--- config.mk ---
export PLATFORM = sky130hd
export DESIGN_NAME = vector_tail_sequencer
export DESIGN_NICKNAME = d
export VERILOG_FILES = /design/src/rtl/vector_tail_sequencer.sv
export SDC_FILE = /design/constraint.sdc
export NUM_CORES = 1
export LEC_CHECK = 0
export ABC_AREA = 1
export BUFFER_PORTS_ARGS = -buffer_cell sky130_fd_sc_hd__buf_2
export CORE_ASPECT_RATIO = 1.5
export CORE_MARGIN = 2
export CORE_UTILIZATION = 27
export DETAILED_ROUTE_END_ITERATION = 7
export GPL_TIMING_DRIVEN = 0
export PLACE_DENSITY = 0.55
export SLEW_MARGIN = 5
export SYNTH_ARGS = -nofsm -noshare
export SYNTH_HDL_FRONTEND = slang
export SYNTH_SLANG_ARGS = --single-unit
--- constraint.sdc ---
create_clock -name clock -period 3.35 [get_ports clock]
set_input_delay 0.67 -clock clock [delete_from_list [all_inputs] [get_ports clock]]
set_output_delay 0.67 -clock clock [all_outputs]
set_load 0.01 [all_outputs]
--- src/rtl/vector_tail_sequencer.sv ---
// Multi-beat vector sequencer: steps an operation over VECTOR_MASK_LENGTH-element
// beats and emits registered prestart/body/tail masks for each beat.
module vts_lane #(
  parameter int LW   = 8,
  parameter int EW   = 12,
  parameter int LANE = 0
) (
  input  logic [EW-1:0] e_base,
  input  logic [LW-1:0] vstart,
  input  logic [LW-1:0] vl_eff,
  input  logic [LW-1:0] vlmax,
  output logic          prestart,
  output logic          body,
  output logic          tail
);
  logic [EW-1:0] e, vs_w, vl_w, vm_w;
  assign e    = e_base + EW'(LANE);
  assign vs_w = EW'(vstart);
  assign vl_w = EW'(vl_eff);
  assign vm_w = EW'(vlmax);

  assign prestart = (e < vs_w) && (e < vm_w);
  assign body     = (e >= vs_w) && (e < vl_w);
  assign tail     = (e >= vl_w) && (e < vm_w);
endmodule

module vector_tail_sequencer #(
  parameter int VECTOR_MASK_LENGTH  = 8,
  parameter int VECTOR_LENGTH_WIDTH = 8
) (
  input  logic                           clock,
  input  logic                           reset,
  input  logic                           start_valid,
  output logic                           start_ready,
  input  logic [VECTOR_LENGTH_WIDTH-1:0] vector_start,
  input  logic [VECTOR_LENGTH_WIDTH-1:0] vector_length,
  input  logic [VECTOR_LENGTH_WIDTH-1:0] vector_length_max,
  output logic                           beat_valid,
  input  logic                           beat_ready,
  output logic [VECTOR_LENGTH_WIDTH-1:0] beat_index,
  output logic                           beat_last,
  output logic [VECTOR_MASK_LENGTH-1:0]  prestart_mask,
  output logic [VECTOR_MASK_LENGTH-1:0]  body_mask,
  output logic [VECTOR_MASK_LENGTH-1:0]  tail_mask,
  output logic                           busy,
  output logic                           done
);
  localparam int ML = VECTOR_MASK_LENGTH;
  localparam int LW = VECTOR_LENGTH_WIDTH;
  localparam int IW = $clog2(ML);
  localparam int EW = LW + IW + 1;

  typedef enum logic [1:0] {IDLE, RUN, DONE} state_t;
  state_t state_q, state_d;

  logic [LW-1:0] vstart_q, vl_eff_q, vlmax_q;
  logic [LW:0]   beat_total_q;

  logic          accept, beat_fire, empty_in;
  logic [LW-1:0] vl_eff_in;
  logic [LW:0]   total_in;

  assign start_ready = (state_q == IDLE);
  assign beat_valid  = (state_q == RUN);
  assign busy        = (state_q == RUN);
  assign done        = (state_q == DONE);

  assign accept    = start_valid && start_ready;
  assign beat_fire = beat_valid && beat_ready;
  assign vl_eff_in = (vector_length > vector_length_max) ? vector_length_max : vector_length;
  assign empty_in  = (vector_length_max == '0) || (vector_start >= vl_eff_in);
  assign total_in  = (LW+1)'((EW'(vector_length_max) + EW'(ML - 1)) >> IW);

  // Masks for the beat about to be loaded: beat 0 straight from the descriptor
  // on accept, otherwise the successor of the current beat.
  logic [LW-1:0] src_vstart, src_vl_eff, src_vlmax, next_idx;
  logic [LW:0]   src_total;
  logic          next_last;
  logic [EW-1:0] e_base;

  assign src_vstart = accept ? vector_start : vstart_q;
  assign src_vl_eff = accept ? vl_eff_in    : vl_eff_q;
  assign src_vlmax  = accept ? vector_length_max : vlmax_q;
  assign src_total  = accept ? total_in     : beat_total_q;
  assign next_idx   = accept ? '0 : beat_index + LW'(1);
  assign next_last  = ((LW+1)'(next_idx) + (LW+1)'(1)) == src_total;
  assign e_base     = EW'(next_idx) << IW;

  logic [ML-1:0] pre_d, body_d, tail_d;

  for (genvar g = 0; g < ML; g++) begin : g_lane
    vts_lane #(.LW(LW), .EW(EW), .LANE(g)) u_lane (
      .e_base   (e_base),
      .vstart   (src_vstart),
      .vl_eff   (src_vl_eff),
      .vlmax    (src_vlmax),
      .prestart (pre_d[g]),
      .body     (body_d[g]),
      .tail     (tail_d[g])
    );
  end

  always_comb begin
    state_d = state_q;
    case (state_q)
      IDLE:    if (accept) state_d = empty_in ? DONE : RUN;
      RUN:     if (beat_fire && beat_last) state_d = DONE;
      DONE:    state_d = IDLE;
      default: state_d = IDLE;
    endcase
  end

  logic load_beat, clear_beat;
  assign load_beat  = (accept && !empty_in) || (beat_fire && !beat_last);
  assign clear_beat = beat_fire && beat_last;

  always_ff @(posedge clock) begin
    if (reset) begin
      state_q       <= IDLE;
      vstart_q      <= '0;
      vl_eff_q      <= '0;
      vlmax_q       <= '0;
      beat_total_q  <= '0;
      beat_index    <= '0;
      beat_last     <= 1'b0;
      prestart_mask <= '0;
      body_mask     <= '0;
      tail_mask     <= '0;
    end else begin
      state_q <= state_d;
      if (accept) begin
        vstart_q     <= vector_start;
        vl_eff_q     <= vl_eff_in;
        vlmax_q      <= vector_length_max;
        beat_total_q <= total_in;
      end
      if (load_beat) begin
        beat_index    <= next_idx;
        beat_last     <= next_last;
        prestart_mask <= pre_d;
        body_mask     <= body_d;
        tail_mask     <= tail_d;
      end else if (clear_beat) begin
        beat_index    <= '0;
        beat_last     <= 1'b0;
        prestart_mask <= '0;
        body_mask     <= '0;
        tail_mask     <= '0;
      end
    end
  end
endmodule

==> flow_summary.yaml <==
drt:
  drt_iter0_markers: 207
  vias_per_cell: 4.71
  wirelength_um: 14500
  route.detailed.drc: 0
  via_count: 4731
  first_pass_iters: 4
  postRouteAntennaNets: 0
  routedWlPerCell_um: 14.5
place:
  port_buffers: 63
  dp_hpwl_um: 11800
  preCtsSetupSlack_ns: -1.20
  dpl_cell_area_sq_um: 5220
  gp_congestion: 0.860
critical_path:
  end_kind: "register"
  worstPathArrival_ns: 3.47
  crit_required_ns: 3.56
  critical_path_class: "input port to register"
  critical_path.max_fanout: 6
  startpoint_type: "input port"
timing:
  max_freq_mhz: 307
  finalCriticalPeriod_ns: 3.26
  finalCritPeriodShare_pct: 97.3
  finalMaxSlewViolations: 0
  fin_tns_setup_ns: 0
  final.setup.worst_slack_ns: 0.0914
  setup_viol: 0
  slew_headroom_pct: 61.9
  fin_worst_skew_ns: 0.00872
  worst_pin_slew_ns: 0.566
  hold_viol: 0
  rsz0062_at_grt: "yes"
clocking:
  numCtsBuffers: 9
  clk_root_buffer_cell: "clkbuf_16"
  clk_latency_ns: 0.34
  clkSlewWorstSetupHoldPaths_ns: 0.05
  htreeDepth: 3
  clockBufferDepth: 2
  cts_tree: "yes"
  cts.sinks: 68
yosys:
  yosys_warnings: 0
  synth-async-reset-ratio_pct: 0
  ys_types: 33
  syn_avg_cell_area_sq_um: 6.50
  yosys-top-cells-count: "151 x nand2_1, 101 x nand3_1, 83 x inv_1"
  synth.area.top_cells: "dfxtp_1 30%, nand2_1 12%, nand3_1 11%"
  ys_ff_latch: 68
  synth.most_common_cell: "nand2_1"
  synth-main-ff-cell: "dfxtp_1"
  synthesis.nets: 763
  synth_top_area_cell: "dfxtp_1"
  synth_top_area_share_pct: 29.9
  synth-seq-area-share_pct: 29.9
  synth_edf_count: 0
  synthCells: 700
  synth_area_sq_um: 4550
global_routing:
  grt_pass1_wl_um: 23400
  grt_max_degree: 12
  overflow: 0
  grt_pass1_vias: 4561
  grtUsageTotal_pct: 17.0
  antenna_found_initial: 0
flow_run:
  cap_viol_max_count: 0
final_layout:
  fin_nets: 853
  antenna_cells: 0
  area_delta_synth_final_pct: 33.8
  drive_above_1_share_pct: 27.3
  final_util_pct: 36.6
  multi_input_area_sq_um: 3120
  regArea_sq_um: 1360
  design_area_sq_um: 6090
  fill_cells: 1777
power:
  p_leak_nw: 2.89
  powerDensity_nw_per_um2: 533
  finalPower_mw: 3.24
  peakVddDrop_mv: 0.291
status:
  status: "completed"
floorplanning:
  core_area_sq_um: 16600
  dieArea_sq_um: 17900
  fp-row-count: 58
  die_h_um: 163
  fp.dieW_um: 110
  io-pin-count: 65
  initial_core_util_pct: 27.4
worst_hold_path:
  hp-class: "register to register"
==> cell type report <==
class	instances	area share, %
multi-input combinational	517	51.3
sequential	68	22.4
timing repair buffer	81	8.45
inverter	89	6.02
tap	210	4.32
clock buffer	12	4.21
buffer	24	2.59
clock inverter	4	0.781
==> flip-flops by register name, indices dropped and copies added, names as in the netlist <==
name	cells
body_mask	8
beat_last	1
beat_total_q	9
vstart_q	8
beat_index	8
vl_eff_q	8
tail_mask	8
state_q	2
vlmax_q	8
prestart_mask	8
==> cell usage in the layout (no fill, tap or decap), types with 5 or more instances in the layout <==
master     netlist  layout
nand3_2          5      11
clkbuf_16        0       9
ha_4             0       8
inv_2            6       8
nand2_4          1       7
ha_1            35      27
buf_2            8      57
nor2_4           1       7
a21oi_1         53      41
nand3_1        101      94
nor2_2           5      11
clkbuf_1        12      12
dfxtp_1         68      68
nand4_1         11      11
buf_4            6      25
o21ai_2          3       5
o21ai_1          3       5
o21ai_0         26      21
nor2_1          82      70
nand2_1        151     135
buf_8            0       7
a21oi_2          0      10
inv_1           83      74
nand2_2          4      13
nor3_1           6       6
or2_2           11      11
==> report_power, final <==
part | internal, mW | switching, mW | total, mW
sequential | 0.908 | 0.0434 | 0.951
clock | 0.614 | 0.358 | 0.971
combinational | 0.498 | 0.823 | 1.32
==> worst max-delay path: stages <==
cell and delay [ns]:
buf_8 0.08, clkinv_4 0.05, ha_4 0.27, nand2_4 0.05, nor2_4 0.13, nand4_1 0.19
nand2_4 0.16, buf_8 0.14, nor2_2 0.04, a21oi_2 0.14, nand2_1 0.10, o21ai_2 0.11
ha_4 0.24, nand2_1 0.07, nor2_1 0.05, a211oi_1 0.20, inv_1 0.10, nor2_2 0.14
nand2_2 0.11, clkinv_4 0.11, nand2_4 0.06, nand2_2 0.08, nor2_2 0.04, nand2_1 0.09
a21oi_1 0.06
==> metal layers <==
metal | vias up | global-route usage (%) | part of all wire, %
li1 | 2475 | - | -
met1 | 2144 | 19.5 | 41
met2 | 89 | 31.2 | 53
met3 | 23 | 2.92 | 3.5
met4 | 0 | 5.70 | 2.2
met5 | - | 0 | 0
==> kinds of logic after synthesis <==
kind of cell	Yosys count	synth area share (%)
and+or+nand+nor	384	38.1
buffers and inverters	115	10.2
AOI/OAI and AO/OA	94	11.3
DFF	68	29.9
adders and majority gates	35	9.63
muxes	4	0.881
==> worst paths after layout <==
check                           depth (start not counted)                          to  slack, ns                  startpoint
worst max-delay path                                   25   tail_mask[0]$_SDFFE_PP0P_       0.09        vector_length_max[7]
worst min-delay path                                    2  beat_total_q[6]$_SDFF_PP0_       0.47  beat_total_q[6]$_SDFF_PP0_
worst max register to register                         17   tail_mask[6]$_SDFFE_PP0P_       0.33     state_q[0]$_SDFFE_PP0P_
worst min register to register                          2  beat_total_q[6]$_SDFF_PP0_       0.47  beat_total_q[6]$_SDFF_PP0_
==> what timing repair did <==
action                                  CTS  global route
pin swaps                                11            36
setup buffers                             9             8
gates cloned                              1             0
endpoints found under the setup margin   35            34
hold buffers                              0             0
gates resized for setup                  27            94
==> through the flow <==
stage	instances	hold WS (ns)
detailed placement	973	0.458
floorplan	700	0.437
global placement	973	0.449
finish	1005	0.467
global route	1005	0.495
CTS	999	0.466
Note: power is estimated with default switching activity, not from simulation.
